$ cat src/rtl/adjust_apply_unit.sv
// Applies the adjust-module correction with a nibble-serial 16-bit add/sub, then shapes result/flags.
// Optional macro ADJ_SINGLE_CYCLE_EN: compute the full 16-bit add/sub in one CALC cycle.
module adjust_apply_unit (
    input  logic        clk,
    input  logic        rst,
    input  logic        in_valid,
    output logic        in_ready,
    input  logic [15:0] a_in,
    input  logic [15:0] b_in,
    input  logic        cf_in,
    input  logic        af_in,
    input  logic [1:0]  op,
    input  logic        sub,
    output logic        out_valid,
    input  logic        out_ready,
    output logic [15:0] result,
    output logic        cf_out,
    output logic        af_out,
    output logic        zf_out,
    output logic        sf_out
);

    typedef enum logic [1:0] {IDLE, CALC, DONE} state_t;

    state_t      r_state, w_next;
    logic [15:0] r_a, r_b;
    logic        r_cfi, r_afi, r_sub;
    logic [1:0]  r_op;
    logic [15:0] r_result;
    logic        r_cf, r_af, r_zf, r_sf;

    logic [15:0] w_raw, w_shaped;
    logic        w_cout, w_c3, w_last, w_cf, w_af;

`ifdef ADJ_SINGLE_CYCLE_EN
    logic [15:0] w_b_eff;
    logic [16:0] w_full;
    logic [4:0]  w_low;

    always_comb begin
        w_b_eff = r_sub ? ~r_b : r_b;
        w_full  = {1'b0, r_a} + {1'b0, w_b_eff} + {16'b0, r_sub};
        w_low   = {1'b0, r_a[3:0]} + {1'b0, w_b_eff[3:0]} + {4'b0, r_sub};
        w_raw   = w_full[15:0];
        w_cout  = w_full[16];
        w_c3    = w_low[4];
        w_last  = 1'b1;
    end
`else
    logic [1:0]  r_cnt;
    logic        r_carry, r_c3;
    logic [11:0] r_sum;
    logic [3:0]  w_a_n, w_b_n;
    logic [4:0]  w_nsum;

    always_comb begin
        w_a_n = r_a[15:12];
        w_b_n = r_b[15:12];
        case (r_cnt)
            2'd0: begin w_a_n = r_a[3:0];   w_b_n = r_b[3:0];   end
            2'd1: begin w_a_n = r_a[7:4];   w_b_n = r_b[7:4];   end
            2'd2: begin w_a_n = r_a[11:8];  w_b_n = r_b[11:8];  end
            default: ;
        endcase
        if (r_sub) w_b_n = ~w_b_n;
        w_nsum = {1'b0, w_a_n} + {1'b0, w_b_n} + {4'b0, r_carry};
        // Top nibble is consumed straight from the adder on the last CALC cycle.
        w_raw  = {w_nsum[3:0], r_sum};
        w_cout = w_nsum[4];
        w_c3   = r_c3;
        w_last = (r_cnt == 2'd3);
    end

    always_ff @(posedge clk) begin
        if (rst) begin
            r_cnt   <= 2'd0;
            r_carry <= 1'b0;
            r_c3    <= 1'b0;
            r_sum   <= '0;
        end else if (r_state == IDLE && in_valid) begin
            r_cnt   <= 2'd0;
            r_carry <= sub;
        end else if (r_state == CALC) begin
            r_cnt   <= r_cnt + 2'd1;
            r_carry <= w_nsum[4];
            case (r_cnt)
                2'd0: begin r_sum[3:0] <= w_nsum[3:0]; r_c3 <= w_nsum[4]; end
                2'd1: r_sum[7:4]  <= w_nsum[3:0];
                2'd2: r_sum[11:8] <= w_nsum[3:0];
                default: ;
            endcase
        end
    end
`endif

    // Subtract mode reports borrows, i.e. inverted adder carries.
    always_comb begin
        w_shaped = w_raw;
        w_cf     = w_cout ^ r_sub;
        w_af     = w_c3 ^ r_sub;
        case (r_op)
            2'b10: begin
                w_shaped = {w_raw[15:8], 4'b0000, w_raw[3:0]};
                w_cf     = r_cfi;
                w_af     = r_afi;
            end
            2'b11: begin
                w_shaped = {r_a[15:8], w_raw[7:0]};
                w_cf     = r_cfi;
                w_af     = r_afi;
            end
            default: ;
        endcase
    end

    always_comb begin
        w_next = r_state;
        case (r_state)
            IDLE:    if (in_valid)  w_next = CALC;
            CALC:    if (w_last)    w_next = DONE;
            DONE:    if (out_ready) w_next = IDLE;
            default: w_next = IDLE;
        endcase
    end

    always_ff @(posedge clk) begin
        if (rst) begin
            r_state  <= IDLE;
            r_a      <= '0;
            r_b      <= '0;
            r_cfi    <= 1'b0;
            r_afi    <= 1'b0;
            r_op     <= 2'b00;
            r_sub    <= 1'b0;
            r_result <= '0;
            r_cf     <= 1'b0;
            r_af     <= 1'b0;
            r_zf     <= 1'b0;
            r_sf     <= 1'b0;
        end else begin
            r_state <= w_next;
            if (r_state == IDLE && in_valid) begin
                r_a   <= a_in;
                r_b   <= b_in;
                r_cfi <= cf_in;
                r_afi <= af_in;
                r_op  <= op;
                r_sub <= sub;
            end
            if (r_state == CALC && w_last) begin
                r_result <= w_shaped;
                r_cf     <= w_cf;
                r_af     <= w_af;
                r_zf     <= (w_shaped == 16'h0000);
                r_sf     <= w_shaped[15];
            end
        end
    end

    assign in_ready  = (r_state == IDLE) && !rst;
    assign out_valid = (r_state == DONE);
    assign result    = r_result;
    assign cf_out    = r_cf;
    assign af_out    = r_af;
    assign zf_out    = r_zf;
    assign sf_out    = r_sf;

endmodule

$ cat config.mk
export PLATFORM = sky130hd
export DESIGN_NAME = adjust_apply_unit
export DESIGN_NICKNAME = d
export VERILOG_FILES = /design/src/rtl/adjust_apply_unit.sv
export SDC_FILE = /design/constraint.sdc
export NUM_CORES = 1
export LEC_CHECK = 0
export BUFFER_PORTS_ARGS = -buffer_cell sky130_fd_sc_hd__buf_2
export CELL_PAD_IN_SITES_DETAIL_PLACEMENT = 0
export CELL_PAD_IN_SITES_GLOBAL_PLACEMENT = 1
export CORE_MARGIN = 4
export CORE_UTILIZATION = 43
export CTS_CLUSTER_SIZE = 10
export DETAILED_ROUTE_END_ITERATION = 6
export HOLD_SLACK_MARGIN = 0.06
export MAX_ROUTING_LAYER = met4
export PLACE_DENSITY_LB_ADDON = 0.1
export SYNTH_ARGS = -nofsm -noshare
export SYNTH_HDL_FRONTEND = slang
export SYNTH_SLANG_ARGS = --single-unit
$ cat constraint.sdc
create_clock -name clk -period 5.31 [get_ports clk]
set_input_delay 0.2655 -clock clk [delete_from_list [all_inputs] [get_ports clk]]
set_output_delay 0.2655 -clock clk [all_outputs]
set_load 0.01 [all_outputs]
# Word level (Yosys, flattened, before mapping)
# Cells that the tools add are included.
# word_totals
output_inout_bits,22
word_cells,61
register_bits,75
inputBits,41
# classes
bitwise,4
n_reduce_logical,14
n_addsub,3
muxes,12
eq_ne,10
# op_table
operator,count
$pmux W16 S2,1
$pmux W4 S3,2
$logic_not A16 Y1,1
$reduce_and A3 Y1,4
$eq A2 B2 Y1 const B,5
$mux W2,3
$pmux W2 S3,1
$add A4 B4 Y5,1
$add A5 B1 Y5,1
$eq A2 B1 Y1 const B,2
$logic_not A2 Y1,2
$mux W1,4
$mux W4,1
$ne A2 B2 Y1 const B,2
$not A4 Y4,1
$reduce_or A2 Y1,2
$logic_and A1 B1 Y1,3
$add A2 B1 Y2 const B,1
$ne A2 B1 Y1 const B,1
$reduce_bool A2 Y1,1
$xor A1 B1 Y1,2
$logic_not A1 Y1,1
$not A1 Y1,1

# Depth between registers and ports, before layout
# depth
depth_word,8
depth_mapped,12
depth_no_buf,11

# Worst setup path after synthesis
# Ideal clock, no wire load.
# synth_timing
kind,register to register
start,register r_cnt[0]
end,"register r_zf, in the netlist zf_out"
setup_ns,0.087
stages_incl_launch_ff,13
arrival_time_ns,3.228
slack_ns,1.995
required_ns,5.223
period_less_slack_ns,3.315
path_buffers,1
cell_sequence,dfxtp_1 inv_1 ha_1 clkbuf_1 a222oi_1 a21oi_1 xor2_1 fa_1 fa_1 or4_4 nor4_2 nor2_1 o31ai_1
# synth_between
elab_chain_len,8
elab_cells_between_ends,13
classes_between,add/sub: 2; eq/ne: 3; mux: 4; bitwise: 1; reduce/logical: 3
# synth_lines
element,line_no,rtl
"start, declared",50,logic [1:0] r_cnt;
"start signal, assigned",84,r_cnt <= r_cnt + 2'd1;
"$eq A2 B2 Y1, or another cell as far along",59,case (r_cnt)
$pmux W4 S3,59,
$not A4 Y4,65,if (r_sub) w_b_n = ~w_b_n;
$mux W4,65,
$add A4 B4 Y5 *,66,"w_nsum = {1'b0, w_a_n} + {1'b0, w_b_n} + {4'b0, r_carry};"
$add A5 B1 Y5 *,66,
via w_nsum[1],54,logic [4:0] w_nsum;
$pmux W16 S2 *,101,case (r_op)
$logic_not A16 Y1 *,154,r_zf <= (w_shaped == 16'h0000);
"end signal, assigned",154,
"end, declared",30,"logic r_cf, r_af, r_zf, r_sf;"
# The timed path passes the listed nets; every way through them passes the cells marked *.
# A chain may end at the register's enable or synchronous reset.

# Worst setup path after layout
# Ends and elaborated chain as after synthesis.

==> reports/results.ini <==
[place]
post-place-ws_ns=1.77
gp_congestion=0.873
port-buffer-count=62
hpwl_mm=5.39

[global_routing]
antenna_found_initial=0
grt_max_degree=75
grt_use_total_pct=19.3
grt_pass1_wl_mm=13.0
grt_pass1_vias=2734
gr-total-overflow=0

[clocking]
cts_hold_buffers=0
clk_path_buf_depth=2
htreeDepth=3
cts_setup_buffers=0
cts_tree=done
numCtsBuffers=9
clock_sinks=74
cts_root_buf=clkbuf_8
ctsResizeCount=0
cts.clk_slew.worst_paths_ns=0.08
clock_latency_ns=0.36

[power]
ir_worst_vdd_mv=0.137
powerDensity_nw_per_um2=316
static-leakage-power_uw=0.00158
power.total_uw=1180

[drt]
drc=0
detail-route-antenna-nets=0
wl_per_cell_um=14.3
wl_mm=7.87
dr.pass1.iters=5
vias_per_cell=5.14
drt_iter0_drc=107
num_vias=2839

[setup_path]
crit_path_max_fanout=10
cp_slowest_stage_delay_ns=0.58
crit_path_start_kind=flip-flop
crit_top_cell=fa_1
r2r-start=r_cnt[0]
worst-setup-path-type=reg -> reg
cp-startpoint=r_cnt[0]
critPathArrivalTime_ns=3.84
crit_chain=inv_1 > ha_1 > a222oi_1 > a21oi_1 > xor2_1 > fa_1 > fa_1 > or4_4 > nor4_2 > nor2_1 > o31ai_1
end_kind=flip-flop
required_ns=5.58
cp_slowest_cell=or4_4

[yosys]
synth.top_cells.by_area=dfxtp_1, nand2_1, a21oi_1
synthSimpleGateAreaFrac_pct=23.1
yosysUniqueCellTypes=39
ys_ff_latch=74
syn_area_um2=3220
synth_top_area_share_pct=45.9
yosys.area_share.adder_pct=3.96
ys_warn_count=0
async_reset_ff_share_pct=0
synth-compound-area-share_pct=18.1
synth_top_family_by_area=simple AND/OR/NAND/NOR gates
synth-edff-count=0
yosys.area_share.xor_xnor_pct=2.13
synth.avg_cell_area_um2=8.02
synth_top_flop_cell=dfxtp_1
synthCells=402
synth.mux.area_fraction_pct=2.17
synth.net_count=452
synth_area_leader_cell=dfxtp_1
ys_seq_area_share_pct=45.9

[floorplan]
die_area_um2=8950
core-area_um2=7250
ioPinCount=63
die_y_um=94.6
rows=31
start_util_pct=44.5
dieWidth_um=94.6

[sta]
setup_tns_ns=0
rsz0062_at_grt=no
finalClockSkew_ns=0.00822
worst-slew-pin-transition_ns=0.783
slew_headroom_pct=47.8
max_freq_ghz=0.281
fin_crit_ns=3.56
slew_violations=0
whs_ns=0.137
final-hold-violation-count=0
period_share_pct=67.1
setup_ws_ns=1.75
finalSetupViolations=0

[layout]
layout-drive-gt1-share_pct=18.8
insertedDiodeCount=0
fin_nets=498
syn2layout_area_growth_pct=16.1

[hold_path]
hold_path_class=in -> reg
worstHoldStart=a_in[3]

[outcome]
status=completed

[flow_run]
maxCapViolations=0

[routing by layer]
layer,wire (um),share of wire [%],track usage (%),up-vias
li1,-,-,-,1464
met1,3620,46,24.8,1293
met2,3680,47,28.8,67
met3,417,5.3,4.30,15
met4,144,1.8,8.89,0
met5,0,0,-,-
[final timing paths]
check | end | depth (start not counted) | slack, ns
max | zf_out | 11 | 1.75
min | r_a[3] | 3 | 0.14
max reg2reg | zf_out | 11 | 1.75
min reg2reg | result[7] | 2 | 0.45
[synth_stat cells (all sizes together), types with 2 or more instances]
master / number
nand2b: 4
dfxtp: 74
xnor2: 3
and2: 3
fa: 2
a311oi: 7
nor2: 27
ha: 7
o31ai: 3
a31oi: 2
mux2i: 7
o21ai: 3
or3: 4
a21oi: 67
a222oi: 8
nor3: 8
inv: 5
nand3: 6
buf: 11
nand3b: 3
clkbuf: 19
or4: 3
nand2: 111
xor2: 4
[power by group]
part / internal, uW / switching (uW) / leakage (uW) / total (uW)
combinational: 63.3 / 88.8 / 0.000876 / 152
clock: 216 / 215 / 0.0000990 / 430
sequential: 578 / 21.9 / 0.000603 / 600
total: 857 / 325 / 0.00158 / 1180
[metrics by stage]
| stage | utilization, % | instance area [um2] | std cells |
|---|---|---|---|
| 2_1_floorplan | - | 3220 | 402 |
| 3_3_place_gp | 49.0 | 3550 | 536 |
| 3_5_place_dp | 49.0 | 3550 | 536 |
| 4_1_cts | 51.6 | 3740 | 552 |
| 5_1_grt | 51.6 | 3740 | 552 |
| 6_report | 51.6 | 3740 | 552 |
[cell type report]
type,count,area (um2)
clock inverters,7,70.1
inverters,5,18.8
flip-flops and latches,74,1480
fillers,732,3510
repair buffers,65,333
multi-input cells,293,1590
clock buffers,9,124
well taps,99,124
[sequential cells by signal, indices dropped and copies added (netlist names)]
signal and cells:
r_a 16, r_b 16, result 16, r_sum 12, r_cnt 2, r_op 2
r_state 2, af_out 1, cf_out 1, r_afi 1, r_c3 1, r_carry 1
r_cfi 1, r_sub 1, zf_out 1
[cells in the final DEF, fill, tap and decap left out, types with 5 or more instances in the layout]
cell,n
dfxtp_1,74
nor2_1,27
mux2i_1,7
nand2_1,111
nand3_1,6
inv_1,5
a311oi_1,7
ha_1,7
a222oi_1,8
clkbuf_8,9
a21oi_1,67
buf_2,62
nor3_1,8
[critical path, delay by kind of cell (launching register included)]
kind | cells | cell delay [ns]
flops | 1 | 0.40
compound gates | 3 | 0.72
buf+inv | 1 | 0.08
xor+xnor | 1 | 0.17
simple gates | 3 | 0.79
fa+ha+maj | 3 | 1.30
[kinds of logic (layout without fill, tap and decap cells)]
group / Yosys count / count (layout)
buffers and inverters: 35 / 86
AND/OR/NAND/NOR: 173 / 173
adder cells (fa/ha/maj): 9 / 9
multiplexers: 7 / 7
flip-flops: 74 / 74
XOR/XNOR: 7 / 7
AO/OA/AOI/OAI: 97 / 97
(Power assumes the default switching activity.)
